==> config.mk <==
export PLATFORM = sky130hd
export DESIGN_NAME = ks_sub_pipe_32
export DESIGN_NICKNAME = d
export VERILOG_FILES = /design/src/rtl/ks_pkg.sv /design/src/rtl/ks_prefix_level.sv /design/src/rtl/ks_sub_pipe_32.sv
export SDC_FILE = /design/constraint.sdc
export NUM_CORES = 1
export LEC_CHECK = 0
export CAP_MARGIN = 20
export CORE_ASPECT_RATIO = 0.5
export CORE_UTILIZATION = 35
export CTS_BUF_LIST = sky130_fd_sc_hd__clkbuf_4 sky130_fd_sc_hd__clkbuf_8 sky130_fd_sc_hd__clkbuf_16
export DETAILED_ROUTE_END_ITERATION = 10
export PLACE_DENSITY_LB_ADDON = 0.15
export SYNTH_ARGS = -nofsm -noshare
export SYNTH_HDL_FRONTEND = slang
export SYNTH_SLANG_ARGS = --single-unit
==> constraint.sdc <==
create_clock -name clk -period 4 [get_ports clk]
set_input_delay 1.2 -clock clk [delete_from_list [all_inputs] [get_ports clk]]
set_output_delay 1.2 -clock clk [all_outputs]
set_load 0.005 [all_outputs]
==> src/rtl/ks_pkg.sv <==
// Shared types and constants for the pipelined Kogge-Stone subtractor.
package ks_pkg;

    localparam int unsigned KS_WIDTH  = 32;
    localparam int unsigned KS_LEVELS = 5;

    typedef logic [KS_WIDTH-1:0] ks_word_t;

    // Generate/propagate payload carried between pipeline stages
    typedef struct packed {
        ks_word_t g;
        ks_word_t p;
        ks_word_t p_raw;
        logic     a_sign;
        logic     b_sign;
    } ks_gp_t;

    function automatic int unsigned ks_span(input int unsigned level);
        return 32'd1 << level;
    endfunction

endpackage

==> src/rtl/ks_prefix_level.sv <==
// One combinational Kogge-Stone prefix level: black cells at bits >= SPAN, pass-through below.
module ks_prefix_level #(
    parameter int unsigned WIDTH = 32,
    parameter int unsigned SPAN  = 1
) (
    input  logic [WIDTH-1:0] g_in,
    input  logic [WIDTH-1:0] p_in,
    output logic [WIDTH-1:0] g_out,
    output logic [WIDTH-1:0] p_out
);

    for (genvar i = 0; i < int'(WIDTH); i++) begin : g_bit
        if (i >= int'(SPAN)) begin : g_black
            assign g_out[i] = g_in[i] | (p_in[i] & g_in[i-int'(SPAN)]);
            assign p_out[i] = p_in[i] & p_in[i-int'(SPAN)];
        end else begin : g_pass
            // Prefix already complete here: G holds the final carry
            assign g_out[i] = g_in[i];
            assign p_out[i] = p_in[i];
        end
    end

endmodule

==> src/rtl/ks_sub_pipe_32.sv <==
// Three-stage pipelined Kogge-Stone subtractor (a - b) with valid/ready handshake and flags.
// Define KS_SUB_SAT_EN to saturate diff to the signed range on overflow.
module ks_sub_pipe_32
    import ks_pkg::*;
#(
    parameter int unsigned WIDTH  = KS_WIDTH,
    parameter int unsigned LEVELS = KS_LEVELS
) (
    input  logic             clk,
    input  logic             rst_n,
    input  logic             in_valid,
    output logic             in_ready,
    input  logic [WIDTH-1:0] a,
    input  logic [WIDTH-1:0] b,
    output logic             out_valid,
    input  logic             out_ready,
    output logic [WIDTH-1:0] diff,
    output logic             borrow,
    output logic             ovf,
    output logic             zero,
    output logic             lt
);

    localparam int unsigned MSB       = WIDTH - 1;
    localparam int unsigned S2_LEVELS = 3;
    localparam int unsigned S3_LEVELS = LEVELS - S2_LEVELS;

    if ((WIDTH < 8) || (WIDTH > 64) || ((WIDTH & (WIDTH - 1)) != 0) ||
        (LEVELS != $clog2(WIDTH))) begin : g_cfg_check
        $error("ks_sub_pipe_32: WIDTH must be a power of two in [8,64] with LEVELS = log2(WIDTH)");
    end

    typedef struct packed {
        logic [WIDTH-1:0] g;
        logic [WIDTH-1:0] p;
        logic [WIDTH-1:0] p_raw;
        logic             a_sign;
        logic             b_sign;
    } gp_t;

    // Final stage only needs carries and raw propagate
    typedef struct packed {
        logic [WIDTH-1:0] g;
        logic [WIDTH-1:0] p_raw;
        logic             a_sign;
        logic             b_sign;
    } res_t;

    logic v1, v2, v3;
    logic rdy1, rdy2, rdy3;
    gp_t  s1, s1_d, s2, s2_d;
    res_t s3, s3_d;

    assign rdy3      = ~v3 | out_ready;
    assign rdy2      = ~v2 | rdy3;
    assign rdy1      = ~v1 | rdy2;
    assign in_ready  = rdy1;
    assign out_valid = v3;

    always_ff @(posedge clk or negedge rst_n) begin
        if (!rst_n) begin
            v1 <= 1'b0;
            v2 <= 1'b0;
            v3 <= 1'b0;
        end else begin
            if (rdy1) v1 <= in_valid;
            if (rdy2) v2 <= v1;
            if (rdy3) v3 <= v2;
        end
    end

    // Payload registers are not reset; valid bits qualify them
    always_ff @(posedge clk) begin
        if (in_valid && rdy1) s1 <= s1_d;
        if (v1 && rdy2)       s2 <= s2_d;
        if (v2 && rdy3)       s3 <= s3_d;
    end

    // Stage 1: a + ~b with carry-in 1 folded into g[0]
    logic [WIDTH-1:0] nb;
    always_comb begin
        nb            = ~b;
        s1_d.p        = a ^ nb;
        s1_d.g        = a & nb;
        s1_d.g[0]     = a[0] | nb[0];
        s1_d.p_raw    = a ^ nb;
        s1_d.a_sign   = a[MSB];
        s1_d.b_sign   = b[MSB];
    end

    logic [WIDTH-1:0] g_a [0:S2_LEVELS];
    logic [WIDTH-1:0] p_a [0:S2_LEVELS];
    assign g_a[0] = s1.g;
    assign p_a[0] = s1.p;

    for (genvar l = 0; l < int'(S2_LEVELS); l++) begin : g_s2_lvl
        ks_prefix_level #(
            .WIDTH (WIDTH),
            .SPAN  (ks_span(unsigned'(l)))
        ) u_lvl (
            .g_in  (g_a[l]),
            .p_in  (p_a[l]),
            .g_out (g_a[l+1]),
            .p_out (p_a[l+1])
        );
    end

    always_comb begin
        s2_d.g      = g_a[S2_LEVELS];
        s2_d.p      = p_a[S2_LEVELS];
        s2_d.p_raw  = s1.p_raw;
        s2_d.a_sign = s1.a_sign;
        s2_d.b_sign = s1.b_sign;
    end

    logic [WIDTH-1:0] g_b [0:S3_LEVELS];
    logic [WIDTH-1:0] p_b [0:S3_LEVELS];
    assign g_b[0] = s2.g;
    assign p_b[0] = s2.p;

    for (genvar l = 0; l < int'(S3_LEVELS); l++) begin : g_s3_lvl
        ks_prefix_level #(
            .WIDTH (WIDTH),
            .SPAN  (ks_span(unsigned'(l) + S2_LEVELS))
        ) u_lvl (
            .g_in  (g_b[l]),
            .p_in  (p_b[l]),
            .g_out (g_b[l+1]),
            .p_out (p_b[l+1])
        );
    end

    // Group propagate is dead after the last level
    logic unused_p_final;
    assign unused_p_final = ^p_b[S3_LEVELS];

    always_comb begin
        s3_d.g      = g_b[S3_LEVELS];
        s3_d.p_raw  = s2.p_raw;
        s3_d.a_sign = s2.a_sign;
        s3_d.b_sign = s2.b_sign;
    end

    // Sum and flags from the S3 registers, forced to 0 while no result is valid
    logic [WIDTH-1:0] sum, diff_res;
    logic             ovf_raw;

    assign sum     = s3.p_raw ^ {s3.g[WIDTH-2:0], 1'b1};
    assign ovf_raw = (s3.a_sign != s3.b_sign) && (sum[MSB] != s3.a_sign);

`ifdef KS_SUB_SAT_EN
    assign diff_res = !ovf_raw ? sum :
                      (s3.a_sign ? {1'b1, {(WIDTH-1){1'b0}}} : {1'b0, {(WIDTH-1){1'b1}}});
`else
    assign diff_res = sum;
`endif

    assign diff   = v3 ? diff_res : '0;
    assign borrow = v3 & ~s3.g[MSB];
    assign ovf    = v3 & ovf_raw;
    assign zero   = v3 & (sum == '0);
    assign lt     = v3 & (sum[MSB] ^ ovf_raw);

endmodule

==> flow_summary.yaml, run 1 <==
synth:
  synth_nets: 701
  synth.area.top_cells: "edfxtp_1 (73%), ha_1 (4.4%), a21o_1 (3.0%), xor2_1 (3.0%), and2_1 (2.5%)"
  synthCells: 601
  synth_edf_count: 222
  syn_area_per_cell_sq_um: 15.2
  ys.flop_type: "edfxtp_1"
  yosys_warnings: 0
  synthesis.area_sq_um: 9120
  seq_area_frac_synth_pct: 73.9
  synth-seq-cells: 225
  yosysTopAreaCell: "edfxtp_1"
  synth_top_area_share_pct: 73.1
  synth_cell_types: 34
  async_reset_ff_share_pct: 1.33
detailed_routing:
  finalWirelength_microns: 19000
  dr_wl_met2_microns: 8750
  wl_met3_microns: 780
  routedWlPerCell_microns: 17.4
  drc_errors: 0
  met1_length_microns: 9110
  ant_nets: 0
  highest_layer: "met4"
  dr.pass1.iters: 5
  vias: 5195
  vias_per_cell: 4.77
  drt_iter0_drc: 335
floorplan:
  io_pins: 106
  die-area_sq_um: 26700
  die_width_microns: 230
  core_area_sq_um: 25400
  initial_core_util_pct: 35.9
  die_h_microns: 116
  rows: 41
clock_tree:
  clk_latency_ns: 0.51
  clockBufferDepth: 3
  path_clk_slew_ns: 0.06
  cts_resized: 0
  tritoncts: "done"
  cts_hold_buf: 0
  post_cts_buffers: 0
  cts_sinks: 225
  root_buffer: "clkbuf_16"
  cts_buffers: 22
  htree_levels: 1
power:
  power_density_nw_per_um2: 502
  peakVddDrop_mv: 0.235
  leakagePower_nw: 4.16
  total_power_mw: 5.70
global_route:
  grt_usage_pct: 14.6
  grt_max_degree: 67
  grt_pass1_wl_microns: 29600
  grt_pass1_vias: 5240
  antenna_found_initial: 0
  grt_overflow_total: 0
sta:
  fin_hold_ws_ns: 0.418
  layout_min_cycle_time_ns: 3.77
  fin_setup_tns_ns: 0
  maxSlewHeadroom_pct: 55.2
  setup_slack_ns: 0.225
  slew_viol_final: 0
  rsz0062_at_grt: "no"
  setup_viol: 0
  fin_skew_ns: 0.00732
  hold_viol_final: 0
  fin_crit_sh_pct: 94.4
  worstMarginPinSlew_ns: 0.666
  max_freq_mhz: 265
min_path:
  hold_path.class: "reg -> reg"
  worstHoldStart: "s2[31]$_DFFE_PP_"
  hold_path_end: "s3[31]$_DFFE_PP_"
  whs_path_depth: 0
critical_path:
  required_ns: 2.80
  reg2reg_from: "out_valid$_DFFE_PN0P_"
  cp_num_buf_inv: 1
  critPathLaunchType: "flip-flop"
  crit_chain: "xor2_1 > nor4_1 > nand4_1 > nor2_1 > clkdlybuf4s50_1"
  crit_type: "reg -> out"
  reg2reg_depth: 5
  r2r_end: "s2[9]$_DFFE_PP_"
  crit_arrival_ns: 2.57
  crit_family: "simple AND/OR/NAND/NOR gates"
  slowest_delay_ns: 0.62
  cp_max_fo: 4
  cp_slowest_cell: "nor4_1"
  cp-end-kind: "output pin"
  r2r_slack_ns: 1.98
cells_and_area:
  areaGrowthSynthToFinish_pct: 24.4
  stdcell_count: 1088
  nFillCells: 2286
  stdcell_area_sq_um: 11300
  final_nets: 829
  multi_input_area_sq_um: 2200
  regArea_sq_um: 6740
  final_common_cell: "edfxtp_1"
  diodes: 0
  final_cell_mix: "edfxtp_1 (222), clkdlybuf4s50_1 (105), inv_1 (42)"
  fin_util_pct: 44.7
  drive_above_1_share_pct: 6.05
job:
  drv_cap: 0
place:
  portBuffers: 105
  gp_congestion: 0.779
  post-dp-hpwl_microns: 13300
  dp_slack_ns: 0.453
  dpl_cell_area_sq_um: 10700
  place_inst: 1049
status:
  status: "finished clean"
==> how the worst max path moves through the flow <==
stage	startpoint	endpoint	slack, ns	cells past startpoint
6_report	s3[64]$_DFFE_PP_	zero	0.23	5
5_1_grt	s3[60]$_DFFE_PP_	zero	0.08	5
4_1_cts	s3[60]$_DFFE_PP_	zero	0.23	5
3_5_place_dp	out_ready	in_ready	0.45	4
3_3_place_gp	out_ready	in_ready	0.44	4
2_1_floorplan	out_ready	g_b[64]$_DFFE_PP_	0.14	3
==> Yosys cell counts (2+ instances only) <==
master and number:
edfxtp_1 222, inv_1 42, a21o_1 37, and2_1 36, ha_1 32, nand2_1 31
xor2_1 31, a21oi_1 28, nor2_1 26, o21ai_0 26, nand4_1 21, nand2b_1 9
nor4_1 9, o21a_1 9, nor3_1 8, clkbuf_1 5, nand3_1 5, dfrtp_1 3
nor2b_1 3, o21bai_1 3, a31oi_1 2
==> state kept, by name, indices dropped and copies added (netlist names), 25 cells and up <==
| name | flops |
|---|---|
| s3 | 66 |
| p_b | 25 |
| s2 | 33 |
| g_b | 32 |
| g_a | 32 |
| s1 | 34 |
==> cells by family (layout without fill, tap and decap cells) <==
logic type | after synthesis | count (layout) | share of synthesized area (%)
flip-flops | 225 | 225 | 73.9
AND/OR/NAND/NOR | 152 | 152 | 8.71
AO/OA/AOI/OAI | 112 | 112 | 7.83
buffers and inverters | 48 | 191 | 2.06
adder cells (fa/ha/maj) | 32 | 32 | 4.39
XOR/XNOR | 31 | 31 | 2.98
multiplexers | 1 | 1 | 0.110
==> layer usage <==
metal,vias up,GRT usage [%]
li1,2513,-
met1,2561,19.9
met2,92,24.2
met3,29,3.22
met4,0,2.87
met5,-,0
==> final cells by class <==
cell class / instances / area share [%]
clock buffers: 30 / 5.54
flip-flops and latches: 225 / 59.4
clock inverters: 9 / 0.574
multi-input cells: 328 / 19.4
repair buffers: 110 / 9.93
inverters: 42 / 1.39
well taps: 344 / 3.79
==> power breakdown <==
group / internal, mW / switching, mW / leakage, nW
clock: 1.16 / 0.848 / 0.352
combinational: 0.333 / 0.334 / 1.63
sequential: 2.88 / 0.138 / 2.18
total: 4.38 / 1.32 / 4.16
Note: power is estimated with default switching activity, not from simulation.
==> inputs of run 2 (changes only) <==
--- a/config.mk
+++ b/config.mk
@@ -10,6 +10,7 @@
 export CORE_UTILIZATION = 35
 export CTS_BUF_LIST = sky130_fd_sc_hd__clkbuf_4 sky130_fd_sc_hd__clkbuf_8 sky130_fd_sc_hd__clkbuf_16
 export DETAILED_ROUTE_END_ITERATION = 10
+export HOLD_SLACK_MARGIN = 0.12
 export PLACE_DENSITY_LB_ADDON = 0.15
 export SYNTH_ARGS = -nofsm -noshare
 export SYNTH_HDL_FRONTEND = slang
==> constraint.sdc (replaced) <==
create_clock -name clk -period 4.7 [get_ports clk]
set_input_delay 1.41 -clock clk [delete_from_list [all_inputs] [get_ports clk]]
set_output_delay 1.41 -clock clk [all_outputs]
set_load 0.005 [all_outputs]
==> run 2 against run 1 <==
Clock-buffer cell count down 7. Combinational power decreased by 15%. Utilization up 0.059 points. Design area rose by 0.13%. Die area unchanged. Global-route usage shrank 0.33 points.
==> flow_summary.yaml, run 2 (same netlist as run 1, synthesis figures left out) <==
floorplan:
  die_h_microns: 116
  rows: 41
  die-area_sq_um: 26700
  initial_core_util_pct: 35.9
  die_width_microns: 230
  io_pins: 106
  core_area_sq_um: 25400
cells_and_area:
  nFillCells: 2268
  reg.largest.list: "s3: 66 flops, s1: 34 flops, s2: 33 flops"
  multi_input_area_sq_um: 2200
  drive_above_1_share_pct: 5.28
  final_common_cell: "edfxtp_1"
  final_cell_mix: "edfxtp_1 (222), clkdlybuf4s50_1 (105), inv_1 (42)"
  stdcell_area_sq_um: 11400
  areaGrowthSynthToFinish_pct: 24.6
  final_nets: 827
  largest_reg_flops: 66
  stdcell_count: 1082
  regMostFlops: "s3"
  diodes: 0
  regArea_sq_um: 6740
clock_tree:
  htree_levels: 1
  tritoncts: "done"
  root_buffer: "clkbuf_16"
  clockBufferDepth: 3
  cts_hold_buf: 0
  cts_sinks: 225
  clk_latency_ns: 0.49
  cts_resized: 0
  post_cts_buffers: 0
  path_clk_slew_ns: 0.07
  cts_buffers: 21
detailed_routing:
  vias: 5131
  ant_nets: 0
  drc_errors: 0
  dr.pass1.iters: 5
  vias_per_cell: 4.74
  routedWlPerCell_microns: 17.4
  finalWirelength_microns: 18900
  drt_iter0_drc: 370
sta:
  setup_slack_ns: 0.716
  fin_skew_ns: 0.00740
  slew_viol_final: 0
  max_freq_mhz: 251
  worstMarginPinSlew_ns: 0.775
  rsz0062_at_grt: "no"
  setup_viol: 0
  fin_crit_sh_pct: 84.8
  maxSlewHeadroom_pct: 48.4
  layout_min_cycle_time_ns: 3.98
  fin_setup_tns_ns: 0
  hold_viol_final: 0
power:
  p_sw_share_pct: 22.4
  leakagePower_nw: 4.15
  power_frac_comb_pct: 11.4
  peakVddDrop_mv: 0.226
  power_density_nw_per_um2: 435
  clkPwrFrac_pct: 36.5
  total_power_mw: 4.94
  switchingPower_mw: 1.11
  seq_power_share_pct: 52.1
  internal_power_mw: 3.83
critical_path:
  crit_arrival_ns: 2.57
  cp_max_fo: 2
  required_ns: 3.29
  cp-end-kind: "output pin"
  crit_type: "reg -> out"
  critPathLaunchType: "flip-flop"
place:
  gp_congestion: 0.774
  dpl_cell_area_sq_um: 10600
  portBuffers: 105
  post-dp-hpwl_microns: 13500
  place_inst: 1048
  dp_slack_ns: 0.732
global_route:
  antenna_found_initial: 0
  grt_overflow_total: 0
  grt_max_degree: 54
  grt_pass1_wl_microns: 28800
  grt_usage_pct: 14.2
  grt_pass1_vias: 5076
status:
  status: "finished clean"
job:
  drv_cap: 0
min_path:
  hold_path.class: "reg -> reg"
## run 2: cell types whose count changed in the layout (fill, tap and decap cells not counted), sizes merged
cell / previous run / this run
clkbuf: 30 / 23
buf: 5 / 4
clkinv: 8 / 6
bufinv: 1 / 5
## run 2: critical path, cell delays in order, from the launching register on
cell	delay (ns)
edfxtp_1	0.39
xor2_1	0.21
nor4_1	0.63
nand4_1	0.18
nor2_1	0.16
clkdlybuf4s50_1	0.52
## run 2: power by group through the flow
stage	registers [mW]	clock network [mW]	logic, mW
6_report	2.57	1.80	0.565
5_1_grt	2.60	1.91	0.627
4_1_cts	2.58	1.83	0.580
3_5_place_dp	2.62	0	0.576
3_3_place_gp	2.61	0	0.574
2_1_floorplan	2.58	0	0.276
## run 2: worst paths after layout
check,from,endpoint,slack (ns),cells past startpoint
worst min register to register,s2[11]$_DFFE_PP_,s3[11]$_DFFE_PP_,0.42,0
min in group asynchronous,rst_n,out_valid$_DFFE_PN0P_,1.10,1
worst min-delay path,s2[11]$_DFFE_PP_,s3[11]$_DFFE_PP_,0.42,0
max in group asynchronous,rst_n,v2$_DFFE_PN0P_,3.45,1
worst max register to register,out_valid$_DFFE_PN0P_,s1[1]$_DFFE_PP_,2.59,4
worst max-delay path,s3[38]$_DFFE_PP_,zero,0.72,5
## run 2: final cells by class
cell class,count,area share (%)
Tap cell,344,3.79
Timing Repair Buffer,109,9.85
Clock inverter,11,1.54
Clock buffer,23,4.76
Multi-Input combinational cell,328,19.3
Sequential cell,225,59.3
Inverter,42,1.39
## run 2: metrics by stage
step                      hold slack (ns)  utilization [%]
final                               0.418             44.7
after detailed placement            0.405             41.9
after CTS                           0.417             44.7
after global placement              0.402             41.9
after floorplan                     0.400                -
after global routing                0.425             44.7
## run 2: layer usage
layer  track usage [%]  vias to the layer above  part of all wire, %  wire length (microns)
li1                  -                     2500                    -                      -
met1              20.0                     2511                   48                   9040
met2              23.4                       96                   47                   8850
met3              2.32                       24                  3.5                    664
met4              3.31                        0                  1.6                    295
met5                 0                        -                    0                      0
==> inputs of run 3 (changes only) <==
==> constraint.sdc (replaced) <==
create_clock -name clk -period 4 [get_ports clk]
set_input_delay 1.2 -clock clk [delete_from_list [all_inputs] [get_ports clk]]
set_output_delay 1.2 -clock clk [all_outputs]
set_load 0.005 [all_outputs]
==> results of run 3 <==
Final layout, timing and power as in run 1 (identical DEF).
